===== config.mk =====
export PLATFORM = sky130hd
export DESIGN_NAME = math_arbiter
export DESIGN_NICKNAME = d
export VERILOG_FILES = /design/src/rtl/math_arbiter.sv
export SDC_FILE = /design/constraint.sdc
export NUM_CORES = 1
export LEC_CHECK = 0
export CORE_MARGIN = 1.5
export CORE_UTILIZATION = 25
export CTS_CLUSTER_SIZE = 16
export DETAILED_ROUTE_END_ITERATION = 12
export PLACE_DENSITY = 0.59
export SETUP_SLACK_MARGIN = 0.1
export SLEW_MARGIN = 10
export SYNTH_ARGS = -nofsm -noshare
export SYNTH_HDL_FRONTEND = slang
export SYNTH_SLANG_ARGS = --single-unit

===== constraint.sdc =====
create_clock -name clk -period 1.17 [get_ports clk]
set_input_delay 0.234 -clock clk [delete_from_list [all_inputs] [get_ports clk]]
set_output_delay 0.234 -clock clk [all_outputs]
set_load 0.02 [all_outputs]

===== src/rtl/math_arbiter.sv =====
// Round-robin arbiter that time-shares one external combinational 4-bit add/sub
// unit between two clients; one operation in flight, result held until acknowledged.
module math_arbiter #(
   parameter int W = 4
) (
   input  logic         clk,
   input  logic         reset_n,
   input  logic         req0_valid,
   input  logic         req0_op,
   input  logic [W-1:0] req0_a,
   input  logic [W-1:0] req0_b,
   output logic         req0_ready,
   output logic         rsp0_valid,
   output logic [W-1:0] rsp0_result,
   output logic         rsp0_ovf,
   input  logic         rsp0_ack,
   input  logic         req1_valid,
   input  logic         req1_op,
   input  logic [W-1:0] req1_a,
   input  logic [W-1:0] req1_b,
   output logic         req1_ready,
   output logic         rsp1_valid,
   output logic [W-1:0] rsp1_result,
   output logic         rsp1_ovf,
   input  logic         rsp1_ack,
   output logic [W-1:0] mb_a,
   output logic [W-1:0] mb_b,
   input  logic [W-1:0] mb_sum,
   input  logic [W-1:0] mb_diff
);

   localparam logic [1:0] ST_IDLE = 2'd0;
   localparam logic [1:0] ST_EXEC = 2'd1;
   localparam logic [1:0] ST_RESP = 2'd2;

   logic [1:0]   state_q, state_d;
   logic         rr_q, rr_d;
   logic         owner_q, owner_d;
   logic         op_q, op_d;
   logic         ovf_q, ovf_d;
   logic [W-1:0] a_q, a_d;
   logic [W-1:0] b_q, b_d;
   logic [W-1:0] result_q, result_d;

   logic any_valid;
   logic grant;
   logic ack_sel;

   // With both clients valid the rr pointer decides; otherwise the lone requester wins.
   always_comb begin
      any_valid = req0_valid | req1_valid;
      if (req0_valid && req1_valid) begin
         grant = rr_q;
      end else begin
         grant = req1_valid;
      end
   end

   assign req0_ready = (state_q == ST_IDLE) && any_valid && !grant;
   assign req1_ready = (state_q == ST_IDLE) && any_valid && grant;

   always_comb begin
      state_d  = state_q;
      rr_d     = rr_q;
      owner_d  = owner_q;
      op_d     = op_q;
      a_d      = a_q;
      b_d      = b_q;
      result_d = result_q;
      ovf_d    = ovf_q;
      ack_sel  = 1'b0;
      case (state_q)
         ST_IDLE: begin
            if (any_valid) begin
               owner_d = grant;
               op_d    = grant ? req1_op : req0_op;
               a_d     = grant ? req1_a  : req0_a;
               b_d     = grant ? req1_b  : req0_b;
               state_d = ST_EXEC;
            end
         end
         ST_EXEC: begin
            result_d = op_q ? mb_diff : mb_sum;
            // Signed overflow: operand signs (B inverted for subtract) agree but result sign differs.
            if (op_q) begin
               ovf_d = (a_q[W-1] != b_q[W-1]) && (mb_diff[W-1] != a_q[W-1]);
            end else begin
               ovf_d = (a_q[W-1] == b_q[W-1]) && (mb_sum[W-1] != a_q[W-1]);
            end
            state_d = ST_RESP;
         end
         ST_RESP: begin
            ack_sel = owner_q ? rsp1_ack : rsp0_ack;
            if (ack_sel) begin
               rr_d    = ~owner_q;
               state_d = ST_IDLE;
            end
         end
         default: begin
            state_d = ST_IDLE;
         end
      endcase
   end

   always_ff @(posedge clk) begin
      if (!reset_n) begin
         state_q  <= ST_IDLE;
         rr_q     <= 1'b0;
         owner_q  <= 1'b0;
         op_q     <= 1'b0;
         a_q      <= '0;
         b_q      <= '0;
         result_q <= '0;
         ovf_q    <= 1'b0;
      end else begin
         state_q  <= state_d;
         rr_q     <= rr_d;
         owner_q  <= owner_d;
         op_q     <= op_d;
         a_q      <= a_d;
         b_q      <= b_d;
         result_q <= result_d;
         ovf_q    <= ovf_d;
      end
   end

   assign mb_a        = a_q;
   assign mb_b        = b_q;
   assign rsp0_valid  = (state_q == ST_RESP) && !owner_q;
   assign rsp1_valid  = (state_q == ST_RESP) && owner_q;
   assign rsp0_result = result_q;
   assign rsp1_result = result_q;
   assign rsp0_ovf    = ovf_q;
   assign rsp1_ovf    = ovf_q;

endmodule


After elaboration in Yosys (flattened, before gate mapping)
Index checks and enable logic that the tools add are counted.
- bits in latches: 0
- memory bits (read-only): 0
- memories kept: 0
- word-level logic and storage cells: 42
- register bits: 18
- memory bits (writable): 0
- output and inout port bits: 22
- input bits: 32
- $lt $le $gt $ge: 0
- shift-type cells: 0
- multiply operators: 0
- equal/unequal tests: 8
- divide/modulo/power cells: 0
- reductions and logical operators: 14
- bitwise logic cells: 2
- $add $sub $neg: 0
- multiplexer cells: 10
- operators with widths (kind ; count):
    4-bit 2-to-1 mux ; 3
    1-bit logical AND ; 8
    2-bit one-hot mux with 3 select lines ; 1
    2-bit AND reduction ; 3
    1-bit 2-to-1 mux ; 4
    2-bit 2-to-1 mux ; 2
    2-bit != test, second input constant ; 2
    1-bit != test ; 3
    2-bit by 1-bit equality test with 1-bit output, second input constant ; 1
    2-bit equality test, second input constant ; 1
    1-bit zero test ; 2
    2-bit zero test ; 1
    1-bit equality test ; 1
    1-bit NOT ; 1
    1-bit bitwise OR ; 1

Longest topological paths before layout
- depth in word-level cells: 4
- gate-level depth with buffers: 4
- gate-level depth less buffers: 3

Least setup slack after synthesis
Ideal clock, no wire load.
- kind: register to output
- start: register state_q[0]
- end: output port req0_ready
- stages on the path, launching flop included: 3
- setup slack: -0.081 ns
- data arrival time: 1.017 ns
- buffers on the path: 0
- cells stage by stage: dfxtp_1 a211oi_4 and2_1
- word-level cells in the longest chain between the ends: 3
- RTL lines (item ; line ; RTL):
    start, declared ; 36 ; logic [1:0] state_q, state_d;
    start signal, assigned ; 116 ; state_q <= state_d;
    2-bit zero test ; 59 ; assign req0_ready = (state_q == ST_IDLE) && any_valid && !grant;
    1-bit logical AND (2 in series) ; 59 ;
    end, declared ; 12 ; output logic req0_ready,
Every way passes these cells.

Worst setup path in the final report
- start: register state_q[0]
- end: output port rsp1_valid
- word-level cells in the longest chain between the ends: 2
- RTL lines (item ; line ; RTL):
    2-bit equality test ; 130 ; assign rsp1_valid = (state_q == ST_RESP) && owner_q;
    1-bit logical AND ; 130 ;
    end, declared ; 22 ; output logic rsp1_valid,
Every way passes these cells.

==> out/metrics.csv <==
stage;metric;value;unit
run;drv_cap;0;
grt;grt_first_pass_wirelength;4690;um
clock_tree;clk_path_buf_depth;2;
logic_synthesis;async_flop_share;0;%
die;start_util;25.8;%
route;wl_met2;1460;um
logic_synthesis;synth.distinct_cells;31;
power;p_leak;0.000656;uW
sta;period_share;119;%
grt;grt_pass1_vias;1026;
route;wl_met3;255;um
logic_synthesis;ys.warnings.count;0;
place;pre_cts_slack;-0.865;ns
logic_synthesis;post_synth.cell_area_avg;8.52;um^2
die;dieArea;4120;um^2
power;p_per_area;1180;nW/um^2
route;via_per_inst;4.75;
logic_synthesis;synth_top_area_cell;dfxtp_1;
sta;tightestPinTransition;0.385;ns
sta;slew_violations;0;
route;drt_first_pass_iters;4;
clock_tree;cts_hold_buf;0;
route;first_iter_violations;34;
worst_setup_path;critPathRequiredTime;0.94;ns
die;rows;22;
worst_hold_path;hold_class;in2reg;
grt;grt_overflow;0;
logic_synthesis;netlist_instances;110;
power;max-vdd-ir-drop;558;uV
clock_tree;cts-root-buf;clkbuf_8;
layout;nNetsFinal;204;
die;io_pins;54;
sta;hold_viol_final;0;
die;fp.dieW;64.2;um
worst_setup_path;crit_buf_inv;1;
worst_setup_path;path_cells;and2b_2 > and2_4 > buf_6;
route;antenna_left;0;
route;wire_per_inst;13.4;um
worst_setup_path;critPathKind;reg2out;
layout;seq_area;373;um^2
sta;rsz0062_at_grt;true;
layout;drive_gt1_share;34.5;%
logic_synthesis;synth_area_leaders;dfxtp_1 38%, nand3_1 9.6%, a31oi_1 6.0%, mux2i_1 5.3%, buf_4 4.8%;
grt;grt_max_degree;12;
place;routabilityCongestion;0.767;
sta;period_minus_slack;1.40;ns
place;port_buffers;53;
sta;whs;0.478;ns
worst_setup_path;cp_max_fo;6;
sta;setup_viol;6;
sta;slew_headroom;74.3;%
worst_setup_path;worst_path_max_delay_cell;dfxtp_4;
place;dp_hpwl;2220;um
clock_tree;cts_buffers;3;
logic_synthesis;synth_edf_count;0;
logic_synthesis;synth_top_cell_area_share;38.5;%
logic_synthesis;yosysSeqAreaShare;38.5;%
sta;finClkSkew;0.00117;ns
die;core_area;3630;um^2
logic_synthesis;ys_seq_elements;18;
worst_setup_path;cp-start-kind;flop;
outcome;failed_checks;setup timing;
clock_tree;cts_sinks;18;
outcome;status;finished, violations left;
clock_tree;cts_tree;built;
layout;syn_to_final_growth;70.5;%
logic_synthesis;synth_nets;142;
sta;fin_ws;-0.227;ns
die;die_h;64.2;um
sta;max_freq;716;MHz
grt;antenna_found_initial;0;
layout;multi_input_area;528;um^2
worst_setup_path;cp_slowest_stage_delay;0.39;ns
worst_setup_path;cp.arrival;1.16;ns
route;highest_layer;met4;
logic_synthesis;ys.flop_type;dfxtp_1;
route;wl_met1;1210;um
route;routed-via-count;1041;
grt;grt_usage;14.3;%
layout;n_antenna_cell;0;
clock_tree;clk-insertion-delay-late;0.25;ns
worst_setup_path;endpoint_kind;primary output;
clock_tree;htree_levels;1;
route;wirelength;2940;um
worst_setup_path;cp_top_family;simple AND/OR/NAND/NOR gates;
clock_tree;path_clk_slew;0.07;ns
route;drc_errors;0;
logic_synthesis;syn-cell-area;937;um^2
layout;nFillCells;390;
==> state kept, by name, indices dropped and copies added (netlist names) <==
register,count
mb_a,4
rsp0_result,4
owner_q,1
op_q,1
state_q,2
rsp0_ovf,1
mb_b,4
rr_q,1
==> layout make-up <==
class	instances	area share (%)
Timing Repair Buffer	69	35.5
Multi-Input combinational cell	76	33.0
Sequential cell	18	23.3
Tap cell	48	3.76
Clock buffer	4	3.45
Inverter	4	0.940
==> cells in the final DEF (no fill, tap or decap), types with 2 or more instances in the layout <==
cell type / instances
mux2i_1: 5
a21oi_1: 2
a21oi_2: 2
buf_4: 15
a211oi_1: 3
nand3_1: 18
o21ai_1: 10
nand3b_1: 2
clkbuf_8: 4
and2_4: 3
dlygate4sd2_1: 2
nand2_1: 2
buf_2: 18
a31oi_1: 9
clkdlybuf4s50_1: 29
and2b_2: 2
dfxtp_1: 14
dfxtp_4: 3
buf_6: 5
nor2_1: 5
inv_1: 4
==> metrics by stage <==
stage / setup TNS [ns] / area (um^2) / cells / power, uW / utilization (%)
2_1_floorplan: -0.00224 / 958 / 110 / 1110 / -
3_3_place_gp: -6.45 / 1580 / 214 / 1420 / 43.4
4_1_cts: -0.874 / 1590 / 219 / 1910 / 43.7
6_report: -0.894 / 1600 / 219 / 1890 / 44.0
5_1_grt: -1.68 / 1600 / 219 / 2010 / 44.0
3_5_place_dp: -7.46 / 1580 / 214 / 1430 / 43.4
==> cell usage after synthesis, types with 2 or more instances <==
library cell  number
o21ai_1            3
nand3_1           18
nor2_1             5
and2_1             3
nand2_1            2
clkbuf_1           4
inv_1              4
a211oi_1           3
buf_4              6
nor3b_1            2
nand3b_1           2
a31oi_1            9
o21ai_0            7
dfxtp_1           18
mux2i_1            5
a21oi_1            4
==> repair_timing <==
item	CTS	global route
gates resized for setup	107	4
endpoints found under the setup margin	38	22
buffers inserted	1	1
pin swaps	6	2
==> worst paths after layout <==
path                            slack [ns]  cells after the start          to        from
worst max-delay path                 -0.23                      3  rsp1_valid  state_q[0]
worst min-delay path                  0.48                      3     owner_q  req0_valid
worst min register to register        0.49                      2     mb_b[0]     mb_b[0]
worst max register to register       -0.05                      3    rsp0_ovf  state_q[1]
==> cell families after synthesis <==
family,Yosys count,synth area share (%)
buffers and inverters,16,9.74
muxes,5,5.34
AOI/OAI and AO/OA,32,22.6
and+or+nand+nor,39,23.9
DFF,18,38.5
==> metal layers <==
| layer | up-vias | GRT usage [%] |
|---|---|---|
| met5 | - | 0 |
| met4 | 0 | 2.13 |
| met3 | 2 | 4.75 |
| met2 | 45 | 26.4 |
| met1 | 475 | 16.2 |
| li1 | 519 | - |
==> tightest hold or removal path, cell delays in order <==
cell	delay, ns
dlygate4sd2_1	0.25
and2_4	0.16
nor3b_1	0.04
==> report_power, final <==
| group | switching [uW] | total, uW | internal [uW] |
|---|---|---|---|
| logic | 325 | 654 | 329 |
| registers | 56.7 | 734 | 678 |
| clock network | 205 | 504 | 299 |
No activity file was read; power rests on OpenSTA's default activity.
